## src/rtl/alu_pkg.sv

```systemverilog
// Shared types for the ALU execute stage: decoded operation codes, FSM states
// and the shift-op classifier.
package alu_pkg;

  localparam int ALU_WIDTH = 32;

  typedef enum logic [3:0] {
    ALU_NOP = 4'd0,
    ALU_ADD = 4'd1,
    ALU_SUB = 4'd2,
    ALU_AND = 4'd3,
    ALU_OR  = 4'd4,
    ALU_XOR = 4'd5,
    ALU_SLL = 4'd6,
    ALU_SRL = 4'd7,
    ALU_SRA = 4'd8
  } alu_op_t;

  typedef enum logic [1:0] {
    ST_IDLE  = 2'd0,
    ST_SHIFT = 2'd1,
    ST_DONE  = 2'd2
  } exec_state_t;

  function automatic logic is_shift(input alu_op_t op);
    return (op == ALU_SLL) || (op == ALU_SRL) || (op == ALU_SRA);
  endfunction

endpackage

```

## src/rtl/alu_execute_stage_if.sv

```systemverilog
// Valid/ready bus between the decoder, the execute stage and its consumer.
// The stage itself sits on the slave side.
interface alu_execute_stage_if
  import alu_pkg::*;
#(
  parameter int WIDTH = ALU_WIDTH
) ();

  logic             in_valid;
  logic             in_ready;
  alu_op_t          in_alu_op;
  logic [WIDTH-1:0] in_a;
  logic [WIDTH-1:0] in_b;
  logic             out_valid;
  logic             out_ready;
  logic [WIDTH-1:0] out_result;
  logic             out_zero;
  logic             busy;

  modport slave (
    input  in_valid, in_alu_op, in_a, in_b, out_ready,
    output in_ready, out_valid, out_result, out_zero, busy
  );

  modport master (
    output in_valid, in_alu_op, in_a, in_b, out_ready,
    input  in_ready, out_valid, out_result, out_zero, busy
  );

endinterface

```

## src/rtl/alu_serial_shifter.sv

```systemverilog
// Iterative shifter: one bit position per clock, driven by a down-counter
// loaded with the shift amount.
module alu_serial_shifter
  import alu_pkg::*;
#(
  parameter  int WIDTH   = ALU_WIDTH,
  localparam int SHAMT_W = $clog2(WIDTH)
) (
  input  logic               clk,
  input  logic               rst_n,
  input  logic               i_start,
  input  alu_op_t            i_op,
  input  logic [WIDTH-1:0]   i_data_in,
  input  logic [SHAMT_W-1:0] i_shamt,
  output logic               o_done,
  output logic [WIDTH-1:0]   o_data_out
);

  alu_op_t            r_op;
  logic [WIDTH-1:0]   r_data;
  logic [SHAMT_W-1:0] r_count;
  logic [WIDTH-1:0]   w_step;

  always_comb begin
    w_step = r_data;
    case (r_op)
      ALU_SLL: w_step = {r_data[WIDTH-2:0], 1'b0};
      ALU_SRL: w_step = {1'b0, r_data[WIDTH-1:1]};
      ALU_SRA: w_step = {r_data[WIDTH-1], r_data[WIDTH-1:1]};
      default: w_step = r_data;
    endcase
  end

  always_ff @(posedge clk or negedge rst_n) begin
    if (!rst_n) begin
      r_op    <= ALU_NOP;
      r_data  <= '0;
      r_count <= '0;
    end else if (i_start) begin
      r_op    <= i_op;
      r_data  <= i_data_in;
      r_count <= i_shamt;
    end else if (r_count != '0) begin
      r_data  <= w_step;
      r_count <= r_count - SHAMT_W'(1);
    end
  end

  // Done flags the last step: the caller captures the final shifted value
  // (w_step) on the same edge the counter reaches zero.
  assign o_done     = (r_count == SHAMT_W'(1));
  assign o_data_out = w_step;

endmodule

```

## src/rtl/alu_execute_stage.sv

```systemverilog
// ALU execute stage: single-cycle arithmetic/logic ops, multi-cycle shifts via
// alu_serial_shifter, registered result and zero flag behind valid/ready.
//
// state    | meaning
// ST_IDLE  | no result held, ready for a new op
// ST_SHIFT | serial shift in progress, input stalled
// ST_DONE  | result presented until the consumer takes it
module alu_execute_stage
  import alu_pkg::*;
#(
  parameter  int WIDTH   = ALU_WIDTH,
  localparam int SHAMT_W = $clog2(WIDTH)
) (
  input  logic                clk,
  input  logic                rst_n,
  alu_execute_stage_if.slave  bus
);

  exec_state_t        r_state;
  exec_state_t        w_next_state;
  logic [WIDTH-1:0]   r_result;
  logic               r_zero;

  logic [WIDTH-1:0]   w_alu_result;
  logic [WIDTH-1:0]   w_sh_data;
  logic [SHAMT_W-1:0] w_shamt;
  logic               w_shift_multi;
  logic               w_sh_done;
  logic               w_in_ready;
  logic               w_out_valid;
  logic               w_busy;
  logic               w_accept;
  logic               w_start;
  logic               w_load_alu;
  logic               w_load_sh;

  assign w_shamt       = bus.in_b[SHAMT_W-1:0];
  assign w_shift_multi = is_shift(bus.in_alu_op) && (w_shamt != '0);

  // Shifts only land here with a zero shift amount, so they pass A through.
  always_comb begin
    w_alu_result = '0;
    case (bus.in_alu_op)
      ALU_ADD: w_alu_result = bus.in_a + bus.in_b;
      ALU_SUB: w_alu_result = bus.in_a - bus.in_b;
      ALU_AND: w_alu_result = bus.in_a & bus.in_b;
      ALU_OR:  w_alu_result = bus.in_a | bus.in_b;
      ALU_XOR: w_alu_result = bus.in_a ^ bus.in_b;
      ALU_SLL, ALU_SRL, ALU_SRA: w_alu_result = bus.in_a;
      default: w_alu_result = '0;
    endcase
  end

  always_comb begin
    w_next_state = r_state;
    w_in_ready   = 1'b0;
    w_out_valid  = 1'b0;
    w_busy       = 1'b0;
    case (r_state)
      ST_IDLE: w_in_ready = 1'b1;
      ST_SHIFT: begin
        w_busy = 1'b1;
        if (w_sh_done) w_next_state = ST_DONE;
      end
      ST_DONE: begin
        w_out_valid = 1'b1;
        w_in_ready  = bus.out_ready;
        if (bus.out_ready) w_next_state = ST_IDLE;
      end
      default: w_next_state = ST_IDLE;
    endcase

    // An accept from IDLE or from DONE (same-cycle handoff) overrides the above.
    w_accept   = bus.in_valid && w_in_ready;
    w_start    = w_accept && w_shift_multi;
    w_load_alu = w_accept && !w_shift_multi;
    w_load_sh  = (r_state == ST_SHIFT) && w_sh_done;
    if (w_accept) w_next_state = w_shift_multi ? ST_SHIFT : ST_DONE;
  end

  always_ff @(posedge clk or negedge rst_n) begin
    if (!rst_n) r_state <= ST_IDLE;
    else        r_state <= w_next_state;
  end

  always_ff @(posedge clk or negedge rst_n) begin
    if (!rst_n) begin
      r_result <= '0;
      r_zero   <= 1'b0;
    end else if (w_load_alu) begin
      r_result <= w_alu_result;
      r_zero   <= (w_alu_result == '0);
    end else if (w_load_sh) begin
      r_result <= w_sh_data;
      r_zero   <= (w_sh_data == '0);
    end
  end

  alu_serial_shifter #(.WIDTH(WIDTH)) u_shifter (
    .clk        (clk),
    .rst_n      (rst_n),
    .i_start    (w_start),
    .i_op       (bus.in_alu_op),
    .i_data_in  (bus.in_a),
    .i_shamt    (w_shamt),
    .o_done     (w_sh_done),
    .o_data_out (w_sh_data)
  );

  assign bus.in_ready   = w_in_ready;
  assign bus.out_valid  = w_out_valid;
  assign bus.busy       = w_busy;
  assign bus.out_result = r_result;
  assign bus.out_zero   = r_zero;

endmodule
```

## src/flat_wrapper.sv

```systemverilog
// flat-port wrapper written by rule: the top's interface ports become plain ports
module alu_execute_stage_flat import alu_pkg::*;
#(
  parameter  int WIDTH   = ALU_WIDTH,
  localparam int SHAMT_W = $clog2(WIDTH)
)
  (clk, rst_n, bus_in_valid, bus_in_alu_op, bus_in_a, bus_in_b, bus_out_ready, bus_in_ready, bus_out_valid, bus_out_result, bus_out_zero, bus_busy);
  alu_execute_stage_if #(.WIDTH(WIDTH)) bus_i ();
  input  logic clk;
  input  logic rst_n;
  input wire logic [$bits(bus_i.in_valid)-1:0] bus_in_valid;
  input wire logic [$bits(bus_i.in_alu_op)-1:0] bus_in_alu_op;
  input wire logic [$bits(bus_i.in_a)-1:0] bus_in_a;
  input wire logic [$bits(bus_i.in_b)-1:0] bus_in_b;
  input wire logic [$bits(bus_i.out_ready)-1:0] bus_out_ready;
  output wire logic [$bits(bus_i.in_ready)-1:0] bus_in_ready;
  output wire logic [$bits(bus_i.out_valid)-1:0] bus_out_valid;
  output wire logic [$bits(bus_i.out_result)-1:0] bus_out_result;
  output wire logic [$bits(bus_i.out_zero)-1:0] bus_out_zero;
  output wire logic [$bits(bus_i.busy)-1:0] bus_busy;
  assign bus_i.in_valid = bus_in_valid;
  assign bus_i.in_alu_op = bus_in_alu_op;
  assign bus_i.in_a = bus_in_a;
  assign bus_i.in_b = bus_in_b;
  assign bus_i.out_ready = bus_out_ready;
  assign bus_in_ready = bus_i.in_ready;
  assign bus_out_valid = bus_i.out_valid;
  assign bus_out_result = bus_i.out_result;
  assign bus_out_zero = bus_i.out_zero;
  assign bus_busy = bus_i.busy;
  alu_execute_stage #(.WIDTH(WIDTH)) u_core (.clk(clk), .rst_n(rst_n), .bus(bus_i));
endmodule
```

## config.mk

```make
export PLATFORM = sky130hd
export DESIGN_NAME = alu_execute_stage_flat
export DESIGN_NICKNAME = d
export VERILOG_FILES = /design/src/rtl/alu_pkg.sv /design/src/rtl/alu_execute_stage_if.sv /design/src/rtl/alu_serial_shifter.sv /design/src/rtl/alu_execute_stage.sv /design/src/flat_wrapper.sv
export SDC_FILE = /design/constraint.sdc
export NUM_CORES = 1
export LEC_CHECK = 0
export CAP_MARGIN = 20
export CORE_MARGIN = 8
export CORE_UTILIZATION = 39
export CTS_BUF_LIST = sky130_fd_sc_hd__clkbuf_8
export DETAILED_ROUTE_END_ITERATION = 16
export MAX_ROUTING_LAYER = met4
export SYNTH_ARGS = -nofsm -noshare
export SYNTH_HDL_FRONTEND = slang
export SYNTH_HIERARCHICAL = 1
export SYNTH_SLANG_ARGS = --single-unit
export TNS_END_PERCENT = 1
```

## constraint.sdc

```tcl
create_clock -name clk -period 5.7 [get_ports clk]
set_input_delay 1.71 -clock clk [delete_from_list [all_inputs] [get_ports clk]]
set_output_delay 1.71 -clock clk [all_outputs]
set_load 0.01 [all_outputs]
```

==> summary.txt, run 1 <==
Synthesis
  – XOR/XNOR Fraction of Synth Area: 5.63%
  – Post-synth top area share: 21.1%
  – Largest family of logic cells by synthesized area: compound AO/OA/AOI/OAI gates
  – Largest area contributor in the netlist: dfrtp_1
  – Synth Cell Area: 9020 um^2
  – Syn Area/Cell: 7.88 um^2
  – List of most frequent post-synthesis cells: nand2_1, ha_1, a21oi_1
  – Syn_nets: 1317
  – Top_reg_cell synth: dfrtp_1
  – Mux cell area share after synthesis: 1.53%
  – Seq/Total Area, Yosys: 21.1%
  – Synth Area in Adders: 14.0%
  – Compound-cell area share of the yosys netlist: 32.5%
  – Synth async-reset ratio: 100%
  – Top-count cell post-synth: nand2_1
  – Synth unique cells: 81
  – Synth area leaders: dfrtp_1, ha_1, a21oi_1
  – EDFF count, synth: 0
  – Synth Warn #: 6
  – Synth Register Bits: 76
  – Synth Area in Simple Gates: 18.2%
  – Post-Syn Instances: 1145

Floorplanning
  – Core Rows: 55
  – Io pins: 108
  – Starting density of the core: 39.8%
  – DIE AREA: 28200 um^2
  – Die outline width: 168 um
  – Core ar.: 22600 um^2
  – Die H: 168 um

Timing
  – Final period utilization: 106%
  – Final setup fails: 4
  – Fin. max-slew vios: 0
  – Max Clock Freq: 165 MHz
  – Final Hold Fails: 0
  – Layout Skew: 0.0104 ns
  – Final worst setup slack: -0.355 ns
  – Relative slew slack: 28.2%
  – Post-layout minimum cycle time: 6.05 ns
  – RSZ-0062 raised after global routing: true
  – Worst Tran Pin Value: 1.08 ns

Clock tree
  – CTS root buffer: clkbuf_8
  – Clk slew on worst S/H paths: 0.08 ns
  – CTS Hold Buffers Added: 0
  – Htree depth: 3
  – TritonCTS buffer count: 9
  – TritonCTS Sinks: 76
  – Worst-skew pair later-pin latency: 0.36 ns
  – Clk buf depth: 2
  – CTS tree: done

Cells and area
  – Layout Nets: 1586
  – Non-Filler Instances: 1703
  – Layout cells sized above 1: 24.1%
  – Filler instances: 2152
  – Diodes inserted: 0
  – Area growth, synth to finish: 36.7%

Power
  – Overall Power: 3.70 mW
  – Worst IR drop on VDD: 0.000140 V
  – PD cells: 300 nW/um^2
  – Leakage Power: 5.64 nW

Place
  – DP HPWL: 26.9 mm
  – RePlAce Congestion: 0.919
  – IO Port Bufs: 107
  – Place WS: -1.19 ns
  – Placed cell count: 1677

Setup path
  – Crit path DAT: 6.32 ns
  – Crit. End Element: register
  – Critical path required time: 5.96 ns
  – Critical Path Fanout Max: 3
  – Crit Path Category: input pin to register
  – Startpoint Class: input pin

Run
  – Max-cap violations: 0

Route
  – DRC: 0
  – WL final: 34.6 mm
  – Pre-antenna DRT Iters: 5
  – Routed length per instance: 20.3 um
  – Post-DRT Antenna Nets: 0
  – Initial DRC Count: 774
  – Vias per std cell: 5.86
  – Vias: 9974

Global routing
  – Total global routing track utilization: 24.4%
  – Total gr overflow: 0
  – Pin count of the biggest net entering global routing: 77
  – Initial antenna violation count: 0
  – Number of global-route vias before repair: 9494
  – Global-route wire length before repair: 54.0 mm

Status
  – Failing checks: setup timing
  – Status: finished with violations

Worst hold path
  – Worst hold path type: register to register
-- repair_timing --
action | 4_1_cts | 5_1_grt
buffers inserted | 8 | 2
resized for setup | 49 | 30
setup endpoints to repair | 12 | 13
pin swaps | 24 | 17
-- per-layer routing --
metal	GRT usage [%]	part of all wire (%)	vias up
met1	34.8	48	4755
met3	2.29	6.0	44
met5	-	0	-
met2	36.3	44	384
met4	6.60	2.1	0
li1	-	-	4791
-- final cells by class --
cell class	count	area, um^2	share of cell area (%)
Clock buffer	10	138	1.12
Clock inverter	5	101	0.822
Inverter	78	293	2.37
Multi-Input combinational cell	912	6750	54.7
Sequential cell	76	1900	15.4
Tap cell	285	357	2.89
Timing Repair Buffer	337	2790	22.7
-- final timing paths --
| path | startpoint | end | slack, ns | depth (start not counted) |
|---|---|---|---|---|
| setup / recovery | bus_in_b[7] | u_core/bus.out_zero$_DFFE_PN0P_ | -0.35 | 21 |
| hold / removal | u_core/bus.out_result[29]$_DFFE_PN0P_ | u_core/bus.out_result[29]$_DFFE_PN0P_ | 0.54 | 2 |
| setup reg to reg | u_core/u_shifter/r_op[0]$_DFFE_PN0P_ | u_core/bus.out_zero$_DFFE_PN0P_ | 2.55 | 9 |
| hold reg to reg | u_core/bus.out_result[29]$_DFFE_PN0P_ | u_core/bus.out_result[29]$_DFFE_PN0P_ | 0.54 | 2 |
| max in group asynchronous | rst_n | u_core/u_shifter/r_data[23]$_DFFE_PN0P_ | 3.58 | 1 |
| min in group asynchronous | rst_n | u_core/u_shifter/r_count[1]$_DFFE_PN0P_ | 1.49 | 1 |
-- flip-flops by register name (all words and copies together), names as in the netlist --
register	count
u_core/bus.out_zero	1
u_core/u_shifter/r_data	32
u_core/u_shifter/r_count	5
u_core/r_state	2
u_core/u_shifter/r_op	4
u_core/bus.out_result	32
-- layout by cell type (no fill, tap or decap), types with 5 or more instances in the layout --
master / n
a21o_1: 15
dfrtp_1: 76
o221ai_1: 5
xnor2_1: 49
nor3_1: 9
a22oi_1: 11
o2bb2ai_1: 30
o21ai_0: 35
buf_2: 6
ha_1: 98
clkdlybuf4s50_1: 98
nand2b_1: 11
o31ai_1: 5
and3_1: 12
a221o_1: 11
a21oi_2: 6
a221oi_1: 12
xor2_1: 7
buf_4: 227
o22ai_1: 38
a31o_1: 15
nor4_1: 10
mux2_2: 6
o21a_1: 5
nand3_1: 10
mux2i_1: 7
a22o_1: 31
nor2_1: 77
a31oi_1: 19
a31o_2: 18
nand2_1: 104
nor2b_1: 36
inv_1: 79
nand4_1: 13
a211oi_1: 5
a21oi_1: 91
a221oi_2: 8
o211ai_1: 8
clkbuf_8: 10
-- cell families after synthesis --
logic type      after synthesis
simple gates                328
flops                        76
mux                          13
xor+xnor                     58
buf+inv                     157
fa+ha+maj                   100
compound gates              413
-- metrics by stage --
step	hold WS (ns)	setup TNS (ns)	area [um^2]	utilization, %
3_3_place_gp	0.523	-9.54	11800	52.1
3_5_place_dp	0.520	-10.36	11800	52.1
6_report	0.540	-1.01	12300	54.5
2_1_floorplan	0.519	-0.846	9040	-
4_1_cts	0.544	-1.36	12200	53.7
5_1_grt	0.564	-2.37	12300	54.5
-- report_power, final --
group          internal (mW)  switching [mW]
registers              0.754           0.221
logic                   1.06            1.17
clock network          0.299           0.201
-- critical path, stage by stage --
cell	delay [ns]
buf_6	0.09
or4_4	0.52
or4_4	0.52
nor3_4	0.16
nand2_2	0.09
buf_6	0.12
or4_4	0.46
o21ai_4	0.17
xnor2_2	0.13
ha_1	0.27
a21oi_2	0.16
o22ai_1	0.11
or3_4	0.41
nor2_1	0.13
a21oi_2	0.11
xnor2_1	0.23
o221ai_2	0.15
nor2_1	0.10
nor4b_2	0.20
nand4_1	0.15
o41ai_2	0.31
No activity file was read; power rests on OpenSTA's default activity.
==> run 2: changes to the inputs <==
Settings changed: GPL_TIMING_DRIVEN set to 0.
==> summary.txt, run 2 (same netlist as run 1, synthesis figures left out) <==
Timing
  – Max Clock Freq: 164 MHz
  – Final setup fails: 3
  – Layout Skew: 0.00831 ns
  – RSZ-0062 raised after global routing: true
  – Final period utilization: 107%
  – Fin. max-slew vios: 0
  – Final Hold Fails: 0
  – Fin Hold WS: 0.529 ns
  – Relative slew slack: 37.6%
  – Worst Tran Pin Value: 0.937 ns
  – Final worst setup slack: -0.401 ns
  – Post-layout minimum cycle time: 6.10 ns

Global routing
  – Met1 global-route usage: 33.4%
  – Met2 GRT Util: 39.9%
  – Global-route wire length before repair: 54.5 mm
  – Initial antenna violation count: 1
  – GRT busiest layer: met2
  – Number of global-route vias before repair: 9246
  – GRT met3 Usage: 2.60%
  – Total gr overflow: 0
  – Total global routing track utilization: 25.2%
  – Pin count of the biggest net entering global routing: 61

Cells and area
  – Final Cell Area: 11200 um^2
  – Multi-input gate area: 6770 um^2
  – Most frequent cells in the layout: nand2_1, ha_1, clkdlybuf4s50_1
  – FF+latch area: 1900 um^2
  – Layout Nets: 1458
  – Diodes inserted: 0
  – Leading cell type in the layout, fill and taps excluded: nand2_1
  – Filler instances: 2250
  – Core Util, Final: 49.3%
  – Layout cells sized above 1: 14.0%
  – Area growth, synth to finish: 23.7%

Floorplanning
  – Die H: 168 um
  – DIE AREA: 28200 um^2
  – Core Rows: 55
  – Core ar.: 22600 um^2
  – Io pins: 108
  – Starting density of the core: 39.8%
  – Die outline width: 168 um

Place
  – IO Port Bufs: 107
  – DP HPWL: 27.6 mm
  – RePlAce Congestion: 0.965
  – Area after DPL: 10500 um^2

Setup path
  – Critical Path Fanout Max: 10
  – RR Startpoint: u_core/r_state[1]$_DFFE_PN0P_
  – Critical path required time: 5.96 ns
  – Startpoint Class: input pin
  – Worst-path cell chain: dlygate4sd2_1, buf_4, nor2_2, nand2_1, nor2_4, buf_8, clkbuf_8, a21oi_1, xnor2_1, ha_1, nand4_1, o2111ai_1, o221ai_1, a21oi_1, o211ai_1, nor4_2, nand4_1, or4_4, nor4b_4, nand4_1, o41ai_2
  – Crit Path Category: input pin to register
  – Register-to-Register Setup Slack: 2.71 ns
  – CP peak stage delay: 0.46 ns
  – Buf/Inv on CP: 4
  – Most common cell on crit path: nand4_1
  – CP max-delay cell: or4_4
  – Setup crit start: bus_in_alu_op[2]
  – Crit path DAT: 6.37 ns
  – Crit. End Element: register
  – Cell family with most CP delay: simple AND/OR/NAND/NOR gates

Clock tree
  – Worst-skew pair later-pin latency: 0.37 ns
  – Clk slew on worst S/H paths: 0.08 ns
  – CTS root buffer: clkbuf_8
  – TritonCTS Sinks: 76
  – CTS Hold Buffers Added: 0
  – Htree depth: 3
  – Clk buf depth: 2
  – CTS tree: done
  – TritonCTS buffer count: 9

Power
  – Part of the power in the clock network: 10.8%
  – Worst IR drop on VDD: 0.000135 V
  – Sw Ratio: 46.5%
  – Combinational Power Share: 61.4%
  – Switch Pwr: 1.65 mW
  – Int Pwr: 1.89 mW
  – Sequential fraction of design power: 27.8%
  – PD cells: 317 nW/um^2
  – Leakage Power: 4.82 nW
  – Overall Power: 3.54 mW

Route
  – Routed length per instance: 22.5 um
  – Pre-antenna DRT Iters: 5
  – Post-DRT Antenna Nets: 0
  – Initial DRC Count: 991
  – WL final: 35.4 mm
  – Vias: 9626
  – Vias per std cell: 6.11
  – DRC: 0

Run
  – Max-cap violations: 0

Status
  – Status: finished with violations
  – Failing checks: setup timing

Worst hold path
  – Hold Startpoint: u_core/bus.out_result[30]$_DFFE_PN0P_
  – Worst hold path type: register to register
run 2: cell count changes in the layout (fill, tap and decap cells not counted), sizes merged:
cell | previous run | this run
buf | 238 | 70
dlygate4sd2 | 0 | 2
clkdlybuf4s50 | 98 | 94
clkinv | 0 | 3
clkbuf | 10 | 52
bufinv | 3 | 0
run 2: final timing paths:
kind	cells past startpoint	endpoint
worst max-delay path	21	u_core/bus.out_zero$_DFFE_PN0P_
worst min-delay path	2	u_core/bus.out_result[30]$_DFFE_PN0P_
worst max register to register	10	u_core/bus.out_zero$_DFFE_PN0P_
worst min register to register	2	u_core/bus.out_result[30]$_DFFE_PN0P_
max in group asynchronous	2	u_core/u_shifter/r_data[17]$_DFFE_PN0P_
min in group asynchronous	1	u_core/u_shifter/r_data[2]$_DFFE_PN0P_
run 2: tightest hold or removal path, stage by stage (launching register included):
cell and delay, ns:
dfrtp_1 0.35, a22oi_1 0.07, o21ai_1 0.07
run 2: what timing repair did:
action                     in CTS  in global routing
gates resized for setup       107                 28
pin swaps                      43                 12
setup endpoints to repair      38                 24
buffers inserted               27                  1
run 2: routing by layer:
metal / vias to the layer above / wire length, um / share of wire (%)
li1: 4533 / - / -
met1: 4668 / 16100 / 45
met2: 374 / 16500 / 47
met3: 51 / 2010 / 5.7
met4: 0 / 807 / 2.3
met5: - / 0 / 0
run 2: power groups by stage:
stage               clock, mW  sequential (mW)  combinational, mW
finish                  0.382            0.984               2.17
global route            0.408             1.01               2.35
CTS                     0.387            0.975               2.12
detailed placement          0            0.983               2.05
global placement            0            0.983               2.03
floorplan                   0            0.947               1.33
run 2: area by class of cell:
| cell class | count | share of cell area (%) |
|---|---|---|
| repair buffers | 136 | 11.6 |
| multi-input cells | 912 | 60.7 |
| clock buffers | 10 | 1.23 |
| well taps | 285 | 3.20 |
| plain buffers | 73 | 3.34 |
| inverters | 78 | 2.62 |
| flip-flops and latches | 76 | 17.0 |
| clock inverters | 5 | 0.269 |
run 2: metrics by stage:
stage               setup TNS [ns]  std cells  setup WS (ns)
global route                 -1.42       1575         -0.552
global placement            -51.31       1537          -2.45
detailed placement          -48.38       1538          -2.47
finish                      -0.605       1575         -0.401
floorplan                   -0.846       1145         -0.320
CTS                         -0.881       1577         -0.348
